## src/rtl/hr_io_pkg.sv

```systemverilog
// hr_io_pkg
// Shared constants for the heart-rate IO port endpoint:
//   - active-low 7-segment patterns {g,f,e,d,c,b,a} for digits 0-9 and blank
//   - number of multiplexed display digits
//   - bit positions inside the IOB status byte and the IOD control byte
//   - status_t: the two sticky status flags reported on IOB
//   - seg_decode(): BCD nibble to active-low segment pattern (>9 blanks)
package hr_io_pkg;

   localparam int NUM_DIGITS     = 4;

   localparam int IOB_VALID_BIT  = 0;
   localparam int IOB_OVF_BIT    = 1;

   localparam int IOD_ACK_BIT    = 0;
   localparam int IOD_ENABLE_BIT = 1;

   // Active-low segment patterns, bit order {g,f,e,d,c,b,a}.
   localparam logic [6:0] SEG_0     = 7'h40;
   localparam logic [6:0] SEG_1     = 7'h79;
   localparam logic [6:0] SEG_2     = 7'h24;
   localparam logic [6:0] SEG_3     = 7'h30;
   localparam logic [6:0] SEG_4     = 7'h19;
   localparam logic [6:0] SEG_5     = 7'h12;
   localparam logic [6:0] SEG_6     = 7'h02;
   localparam logic [6:0] SEG_7     = 7'h78;
   localparam logic [6:0] SEG_8     = 7'h00;
   localparam logic [6:0] SEG_9     = 7'h10;
   localparam logic [6:0] SEG_BLANK = 7'h7F;

   typedef struct packed {
      logic ovf;
      logic valid;
   } status_t;

   function automatic logic [6:0] seg_decode(input logic [3:0] nib);
      logic [6:0] seg;
      case (nib)
         4'd0:    seg = SEG_0;
         4'd1:    seg = SEG_1;
         4'd2:    seg = SEG_2;
         4'd3:    seg = SEG_3;
         4'd4:    seg = SEG_4;
         4'd5:    seg = SEG_5;
         4'd6:    seg = SEG_6;
         4'd7:    seg = SEG_7;
         4'd8:    seg = SEG_8;
         4'd9:    seg = SEG_9;
         default: seg = SEG_BLANK;
      endcase
      return seg;
   endfunction

endpackage

```

## src/rtl/pulse_debounce.sv

```systemverilog
// pulse_debounce
// Brings the raw asynchronous sensor pulse into the clock domain and filters it.
//   clk, reset  : clock, synchronous active-high reset
//   pulse_in    : raw asynchronous pulse
//   event_o     : one-cycle strobe on each rising edge of the debounced level
// The debounced level only follows the synchronized input after the two have
// differed for DEBOUNCE_CYC consecutive cycles; any shorter disagreement
// restarts the count. The event strobe is registered, so an input that rises
// before edge N and stays high produces event_o high after edge N+1+DEBOUNCE_CYC.
module pulse_debounce #(
   parameter int DEBOUNCE_CYC = 4
) (
   input  logic clk,
   input  logic reset,
   input  logic pulse_in,
   output logic event_o
);

   localparam int CW = $clog2(DEBOUNCE_CYC + 1);

   logic          sync1_q, sync1_d;
   logic          sync2_q, sync2_d;
   logic          deb_q,   deb_d;
   logic [CW-1:0] cnt_q,   cnt_d;
   logic          event_q, event_d;

   always_comb begin
      sync1_d = pulse_in;
      sync2_d = sync1_q;
      deb_d   = deb_q;
      cnt_d   = '0;
      if (sync2_q != deb_q) begin
         // The cycle that completes the run flips the level and rearms.
         if (cnt_q == CW'(DEBOUNCE_CYC - 1)) begin
            deb_d = sync2_q;
         end else begin
            cnt_d = cnt_q + 1'b1;
         end
      end
      event_d = deb_d & ~deb_q;
   end

   always_ff @(posedge clk) begin
      if (reset) begin
         sync1_q <= 1'b0;
         sync2_q <= 1'b0;
         deb_q   <= 1'b0;
         cnt_q   <= '0;
         event_q <= 1'b0;
      end else begin
         sync1_q <= sync1_d;
         sync2_q <= sync2_d;
         deb_q   <= deb_d;
         cnt_q   <= cnt_d;
         event_q <= event_d;
      end
   end

   assign event_o = event_q;

endmodule

```

## src/rtl/hr_io_port.sv

```systemverilog
// hr_io_port
// Peripheral-side endpoint of the data memory's memory-mapped IO ports.
//   CLK, RESET     : clock, synchronous active-high reset
//   PULSE_IN       : raw asynchronous heart-beat pulse
//   IOA (out)      : pulse count of the last completed sample window
//   IOB (out)      : status {6'b0, OVF, VALID}
//   IOC (out)      : live pulse count of the current window (saturates at 255)
//   IOD (in)       : control, bit0 ACK, bit1 ENABLE
//   IOE/IOF (in)   : BCD display digits {d1,d0} / {d3,d2}
//   IOG (in)       : LED pattern
//   SEG/AN (out)   : multiplexed 7-segment drive, both active-low
//   LED (out)      : registered copy of IOG
// Every output comes straight from a flop.
module hr_io_port
   import hr_io_pkg::*;
#(
   parameter int DEBOUNCE_CYC = 4,
   parameter int WINDOW_CYC   = 1000,
   parameter int SCAN_CYC     = 250
) (
   input  logic       CLK,
   input  logic       RESET,
   input  logic       PULSE_IN,
   output logic [7:0] IOA,
   output logic [7:0] IOB,
   output logic [7:0] IOC,
   input  logic [7:0] IOD,
   input  logic [7:0] IOE,
   input  logic [7:0] IOF,
   input  logic [7:0] IOG,
   output logic [6:0] SEG,
   output logic [3:0] AN,
   output logic [7:0] LED
);

   localparam int WIN_W  = $clog2(WINDOW_CYC);
   localparam int SCAN_W = $clog2(SCAN_CYC + 1);

   // ---------------------------------------------------------------------
   // Pulse input path
   // ---------------------------------------------------------------------
   logic pulse_event;

   pulse_debounce #(
      .DEBOUNCE_CYC (DEBOUNCE_CYC)
   ) u_debounce (
      .clk      (CLK),
      .reset    (RESET),
      .pulse_in (PULSE_IN),
      .event_o  (pulse_event)
   );

   // ---------------------------------------------------------------------
   // Sample window and CPU handshake
   //
   // VALID/ACK handshake: at the end of every enabled window the count is
   // latched into IOA and VALID rises. The CPU consumes the sample and
   // acknowledges with a 0->1 edge on IOD[ACK]; the edge clears VALID and
   // OVF on the following clock. A level held high acknowledges only once.
   // If a window ends while VALID is still set, the unread sample is lost
   // and OVF is raised. When an ACK edge lands on the same cycle as the end
   // of a window, the fresh sample wins: VALID=1, OVF=0.
   // ---------------------------------------------------------------------
   logic [WIN_W-1:0] win_q,      win_d;
   logic [7:0]       ioc_q,      ioc_d;
   logic [7:0]       ioa_q,      ioa_d;
   status_t          status_q,   status_d;
   logic             ack_prev_q, ack_prev_d;

   logic       enable;
   logic       ack_rise;
   logic       win_term;
   logic [7:0] count_inc;

   always_comb begin
      enable     = IOD[IOD_ENABLE_BIT];
      ack_rise   = IOD[IOD_ACK_BIT] & ~ack_prev_q;
      win_term   = enable && (win_q == WIN_W'(WINDOW_CYC - 1));
      count_inc  = (ioc_q == 8'hFF) ? 8'hFF : ioc_q + {7'd0, pulse_event};

      ack_prev_d = IOD[IOD_ACK_BIT];
      win_d      = win_q;
      ioc_d      = ioc_q;
      ioa_d      = ioa_q;
      status_d   = status_q;

      // Holding the window at 0 while disabled makes re-enable start fresh.
      if (!enable) begin
         win_d = '0;
         ioc_d = '0;
      end else if (win_term) begin
         win_d = '0;
         ioc_d = '0;
         ioa_d = count_inc;
      end else begin
         win_d = win_q + 1'b1;
         ioc_d = count_inc;
      end

      if (ack_rise) begin
         status_d = '0;
      end
      if (win_term) begin
         status_d.valid = 1'b1;
         status_d.ovf   = ack_rise ? 1'b0 : (status_q.valid | status_q.ovf);
      end
   end

   // ---------------------------------------------------------------------
   // Display scan and LEDs
   // SEG and AN are both computed from the next digit index so they change
   // on the same edge and no digit shows its neighbour's pattern.
   // ---------------------------------------------------------------------
   logic [SCAN_W-1:0] scan_q, scan_d;
   logic [1:0]        idx_q,  idx_d;
   logic [3:0]        an_q,   an_d;
   logic [6:0]        seg_q,  seg_d;
   logic [7:0]        led_q,  led_d;
   logic [3:0]        nib;

   always_comb begin
      scan_d = scan_q + 1'b1;
      idx_d  = idx_q;
      if (scan_q == SCAN_W'(SCAN_CYC - 1)) begin
         scan_d = '0;
         idx_d  = idx_q + 1'b1;
      end

      case (idx_d)
         2'd0:    nib = IOE[3:0];
         2'd1:    nib = IOE[7:4];
         2'd2:    nib = IOF[3:0];
         default: nib = IOF[7:4];
      endcase

      an_d  = ~(4'b0001 << idx_d);
      seg_d = seg_decode(nib);
      led_d = IOG;
   end

   always_ff @(posedge CLK) begin
      if (RESET) begin
         win_q      <= '0;
         ioc_q      <= '0;
         ioa_q      <= '0;
         status_q   <= '0;
         ack_prev_q <= 1'b0;
         scan_q     <= '0;
         idx_q      <= '0;
         an_q       <= 4'b1110;
         seg_q      <= SEG_BLANK;
         led_q      <= '0;
      end else begin
         win_q      <= win_d;
         ioc_q      <= ioc_d;
         ioa_q      <= ioa_d;
         status_q   <= status_d;
         ack_prev_q <= ack_prev_d;
         scan_q     <= scan_d;
         idx_q      <= idx_d;
         an_q       <= an_d;
         seg_q      <= seg_d;
         led_q      <= led_d;
      end
   end

   logic unused_iod;
   assign unused_iod = ^IOD[7:2];

   assign IOA = ioa_q;
   assign IOB = {6'd0, status_q.ovf, status_q.valid};
   assign IOC = ioc_q;
   assign AN  = an_q;
   assign SEG = seg_q;
   assign LED = led_q;

endmodule

```

## config.mk

```make
export PLATFORM = sky130hd
export DESIGN_NAME = hr_io_port
export DESIGN_NICKNAME = d
export VERILOG_FILES = /design/src/rtl/hr_io_pkg.sv /design/src/rtl/pulse_debounce.sv /design/src/rtl/hr_io_port.sv
export SDC_FILE = /design/constraint.sdc
export NUM_CORES = 1
export LEC_CHECK = 0
export ABC_AREA = 1
export CAP_MARGIN = 10
export CORE_AREA = 2 2 93 95
export DETAILED_ROUTE_END_ITERATION = 8
export DIE_AREA = 0 0 95 97
export MAX_ROUTING_LAYER = met4
export PLACE_DENSITY_LB_ADDON = 0.2
export SETUP_SLACK_MARGIN = 0.4
export SLEW_MARGIN = 20
export SYNTH_ARGS = -nofsm -noshare
export SYNTH_HDL_FRONTEND = slang
export SYNTH_SLANG_ARGS = --single-unit
export TNS_END_PERCENT = 1
```

## constraint.sdc

```tcl
create_clock -name CLK -period 4.7 [get_ports CLK]
set_input_delay 0.705 -clock CLK [delete_from_list [all_inputs] [get_ports CLK]]
set_output_delay 0.705 -clock CLK [all_outputs]
set_load 0.005 [all_outputs]
```

# After elaboration in Yosys (flattened, before gate mapping)

Memory sizes are Yosys's and may differ from the RTL's. A register that Yosys moved wholly into a read port is not among the register bits.
Cells that the tools add are included.

Add/sub/neg operators: 5
Eq/ne operators: 7
Shift-type cells: 1
Mux-type cells: 8
Bitwise operators: 8
Reductions and logical operators: 7

Operators with widths:

| operator              | number |
|---|---|
| $eq 8x8->1 const B    | 2 |
| $pmux 4 s3            | 1 |
| $add 10x1->10 const B | 1 |
| $eq 10x10->1 const B  | 1 |
| $add 8x1->8           | 1 |
| $add 8x1->8 const B   | 1 |
| $mux 8                | 1 |
| $mux 2                | 3 |
| $reduce_or 3->1       | 2 |
| $not 1->1             | 4 |
| $not 4->4             | 1 |
| $shl 1x2->4 const A   | 1 |
| $add 3x1->3 const B   | 1 |
| $eq 3x2->1 const B    | 1 |
| $mux 1                | 3 |
| $add 2x1->2 const B   | 1 |
| $and 1x1->1           | 2 |
| $eq 2x1->1 const B    | 1 |
| $eq 2x2->1 const B    | 1 |
| $logic_not 2->1       | 1 |
| $reduce_and 2->1      | 1 |
| $reduce_bool 2->1     | 1 |
| $reduce_or 2->1       | 1 |
| $logic_and 1x1->1     | 1 |
| other kinds (2)       | 2 |

Register bits: 58
ROM bits: 112
Input port bits: 35
Output and inout bits: 43
Word-level logic and storage cells: 52
Memories: 1

Memories:

| name             | words | width | read ports | clocked after Yosys merged registers in | wr ports | RTL line        | text |
|---|---|---|---|---|---|---|---|
| (name not given) | 16    | 7     | 1          | 1                                       | 0        | hr_io_pkg.sv:38 | `case (nib)` |

# Logic depth before layout (Yosys ltp)

Depth after elaboration: 4
Mapped depth: 19

# By module

Synthesis repeated with hierarchy kept, for this count alone.

Cells, all modules: 349
Area, all modules: 2808.9 µm²

By module, submodules not included:

| module         | instances | cells an instance | area an instance (µm²) | sequential area each (µm²) |
|---|---|---|---|---|
| hr_io_port     | 1         | 319               | 2553.7                 | 1161.1 |
| pulse_debounce | 1         | 30                | 255.2                  | 140.1 |

# Worst setup path before layout

Ideal clock, no wire load.

Kind: register to register
Start: reg scan_q[1]
End: reg seg_q[3] (netlist: SEG[3])
Library setup time: 118 ps
Arrival time: 1930 ps
Data required time: 4582 ps
Slack: 2652 ps
Cell stages (with the launch flop): 17
Buffers on the path: 1
Period minus slack after synthesis: 2048 ps
Cells stage by stage: dfxtp_1 -> inv_1 -> ha_1 -> nand2_2 -> nor2_8 -> nand3_1 -> nand2_2 -> buf_6 -> nand3_1 -> nand3_2 -> nor2_4 -> inv_1 -> ha_1 -> nand3_1 -> nand2_1 -> nand2_1 -> nand2_1

Word-level cells in the longest chain between the ends: 4

Ends and longest elaborated chain:

| what                                     | RTL line          | text |
|---|---|---|
| start, declared                          | hr_io_port.sv:114 | `logic [SCAN_W-1:0] scan_q, scan_d;` |
| start signal, assigned                   | hr_io_port.sv:159 | `scan_q <= scan_d;` |
| $eq 8x8->1 (*)                           | hr_io_port.sv:124 | `if (scan_q == SCAN_W'(SCAN_CYC - 1)) begin` |
| $mux 2 (*)                               | hr_io_port.sv:124 |  |
| $eq 2x2->1, or another cell as far along | hr_io_port.sv:129 | `case (idx_d)` |
| $pmux 4 s3 (*)                           | hr_io_port.sv:129 |  |
| end, declared                            | hr_io_port.sv:117 | `logic [6:0] seg_q, seg_d;` |

Mark *: on every way between the ends. The rest lies on a longest branch, timed or not.
A chain may end at the register's enable or synchronous reset.

# Worst setup path in the final report

Start: reg scan_q[0]
End: reg seg_q[3] (netlist: SEG[3])

Same word-level chain as after synthesis.

==> impl_results.md <==
- Root Driver: clkbuf_8
- Crit-path cells: ha_1, nand2_2, nor2_8, nand3_1, nand2_2, inv_2, nand2_4, nor2_1, nor2_4, inv_1, ha_1, nand3_1, nand2_1, nand2_1, nand2_1
- Worst-Skew Late Latency: 340 ps
- GR Overflow Total: 0
- Die Span X: 95 um
- Initial drt markers: 91
- Initial antenna violation count: 0
- CP peak stage delay: 380 ps
- Crit path kind: reg2reg
- Core ar.: 8130 sq um
- Tmin final: 2350 ps
- DRC: 0
- Cells on worst reg2reg path: 15
- Final Hold Viols: 0
- Placed cell area: 3530 sq um
- Filler cells: 829
- CP Capture Type: flop
- Clock skew: 9.88 ps
- I/O Buffers: 65
- Critical Path RT: 4930 ps
- Starting Density: 34.5%
- Antenna viol nets, final: 0
- CTS H-tree lvls: 3
- Status: completed
- Synth top area share: roughly 46%
- Synth Instances: 349
- Reg2reg end: SEG[3]$_SDFF_PP1_
- WL/cell: 10.4 um
- #FFs+latches synth: 65
- Post-DP HPWL: 4110 um
- All-Layer GR Usage: 12.9%
- Grt met1 use: 16.6%
- Post-route cell area: 3730 sq um
- IR Drop Worst-Case VDD: 0.165 mV
- Synth top cells by count: dfxtp_1 (65), nand2_1 (53), nor2_1 (50)
- Hold depth: 2
- Die Y: 97 um
- Hold WC Path Type: reg2reg
- CP startpoint kind: flop
- DRT Pass-1 Iters: 5
- Top cells by area, synth: dfxtp_1 (46%), nand2_1 (7.1%), nor2_1 (6.7%)
- Net count, final: 463
- YS warnings: 0
- # resized after CTS: 0
- # clock sinks: 65
- Final setup vio count: 0
- RSZ-0062 raised after global routing: no
- WHS Endpoint: u_debounce.sync2_q$_SDFF_PP0_
- Max-slew violation count: 0
- Synth area leader: dfxtp_1
- I/O Pins: 78
- P_leak: roughly 1.6 nW
- Min-delay src: u_debounce.sync1_q$_SDFF_PP0_
- Max-cap violation count: 0
- EDFF count, synth: 0
- Top FF cell, synth: dfxtp_1
- Final Wtd Congestion: 0.785
- Fin crit share: approximately half
- GR Layer Usage met2: 18.3%
- CP Max Fanout: 11
- Longest Clk Path Bufs: 2
- First-pass GRT wire length: 9110 um
- Via count: 2333
- Vias per Instance: 4.42
- Layout cells sized above 1: 10.2%
- CTS tree: done
- Most frequent cell after synthesis: dfxtp_1
- # rows: 33
- Area Overhead vs Synth: 32.8%
- FFs w/ async S/R, synth: 0%
- Cell variety after synth: 38
- Number of global-route vias before repair: 2148
- Largest net degree at the start of global routing: 18
- R2r setup slk: ~2400 ps
- Die area: 9220 sq um
- Crit path arrival time: 2570 ps
- Reg clk slew, reported paths: 70 ps
- Max Freq: 426 MHz
- Tot Pwr: 1.11 mW
- Avg Cell Area, Syn: approximately 8.0 sq um
- Sum Neg Setup Slack: 0 ps
- Routed WL: 5470 um
- Sequential element share of the synthesized area: 46.4%
- Worst r2r src: scan_q[0]$_SDFF_PP0_
- Total CTS buffers: 9
- Most Crowded Layer GR: met2
- Highest-delay cell along the critical path: dfxtp_1
- Post-synthesis cell area: 2810 sq um
- Post-CTS Setup Bufs: 0
- PwrDens: 299 nW/um^2
- Most used cell along the critical path: nand2_1
- Antenna cells: 0
- Global Route met3 Usage: 3.19%
- Hold_buf cts: 0
==> sequential cells by signal (all words and copies together) (netlist names), 2 cells and up <==
name and count:
SEG 7, u_debounce.cnt_q 3, IOA 8, scan_q 8, IOC 8, win_q 10, IOB 2, AN 4
LED 8, idx_q 2
==> metal layers <==
layer  vias up  share of wire, %
met3         8               4.7
met4         0               2.0
met5         -                 0
met2        59                43
li1       1252                 -
met1      1014                50
==> cells in the final DEF (no fill, tap or decap), drive strengths merged <==
cell and instances:
nor3b 2, nand3 28, dfxtp 65, clkinvlp 3, o21a 2, nor2 54
clkdlybuf4s50 65, nand2 62, nor3 5, a211oi 2, buf 1, o22ai 3
o211ai 1, a21oi 26, xor2 2, a31oi 1, clkinv 3, inv 43
conb 6, o21ai 14, ha 10, or2 6, bufinv 1, xnor2 1
clkbuf 9, and3 1, nand4 7
==> area by class of cell <==
cell class	instances	area (sq um)	share of cell area (%)
Clock buffer	9	124	3.32
Clock inverter	7	71.3	1.91
Inverter	43	161	4.33
Multi-Input combinational cell	233	1280	34.3
Sequential cell	65	1300	34.9
Tap cell	105	131	3.53
Timing Repair Buffer	66	658	17.7
==> worst max-delay path by stage <==
stage | from | endpoint | cells after the start
floorplan | scan_q[1]$_SDFF_PP0_ | SEG[3]$_SDFF_PP1_ | 16
global placement | IOD[1] | win_q[6]$_SDFF_PP0_ | 9
detailed placement | IOD[1] | win_q[7]$_SDFF_PP0_ | 9
CTS | IOD[1] | win_q[7]$_SDFF_PP0_ | 9
global route | IOD[1] | win_q[6]$_SDFF_PP0_ | 9
finish | scan_q[0]$_SDFF_PP0_ | SEG[3]$_SDFF_PP1_ | 15
==> per-stage QoR <==
stage | setup slack, ps | instances | utilization [%] | hold WS (ps)
5_1_grt | 2100 | 528 | 45.8 | 424
3_3_place_gp | 2010 | 512 | 43.4 | 400
3_5_place_dp | 1980 | 512 | 43.4 | 399
2_1_floorplan | 2650 | 354 | - | 388
6_report | 2350 | 528 | 45.8 | 405
4_1_cts | 2340 | 528 | 45.8 | 409
==> cell families after synthesis <==
| kind of cell | Yosys count | synth area share, % |
|---|---|---|
| buffers and inverters | 56 | 8.74 |
| and+or+nand+nor | 165 | 29.2 |
| DFF | 65 | 46.4 |
| other | 1 | 0.134 |
| adders and majority gates | 10 | 4.46 |
| xor gates and xnor gates | 3 | 0.936 |
| AOI/OAI and AO/OA | 49 | 10.2 |
==> worst max-delay path, delay by kind of cell, from the launching register on <==
kind | cells | cell delay, ps
and+or+nand+nor | 11 | 1200
adders and majority gates | 2 | 470
DFF | 1 | 380
buffers and inverters | 2 | 190
==> power breakdown <==
part | total [mW] | internal [mW] | switching (mW) | leakage, nW
logic | 0.0846 | 0.0475 | 0.0371 | 0.943
clock network | 0.462 | 0.243 | 0.218 | 0.0912
registers | 0.568 | 0.563 | 0.00487 | 0.530
Power figures use the tool's default switching activity.
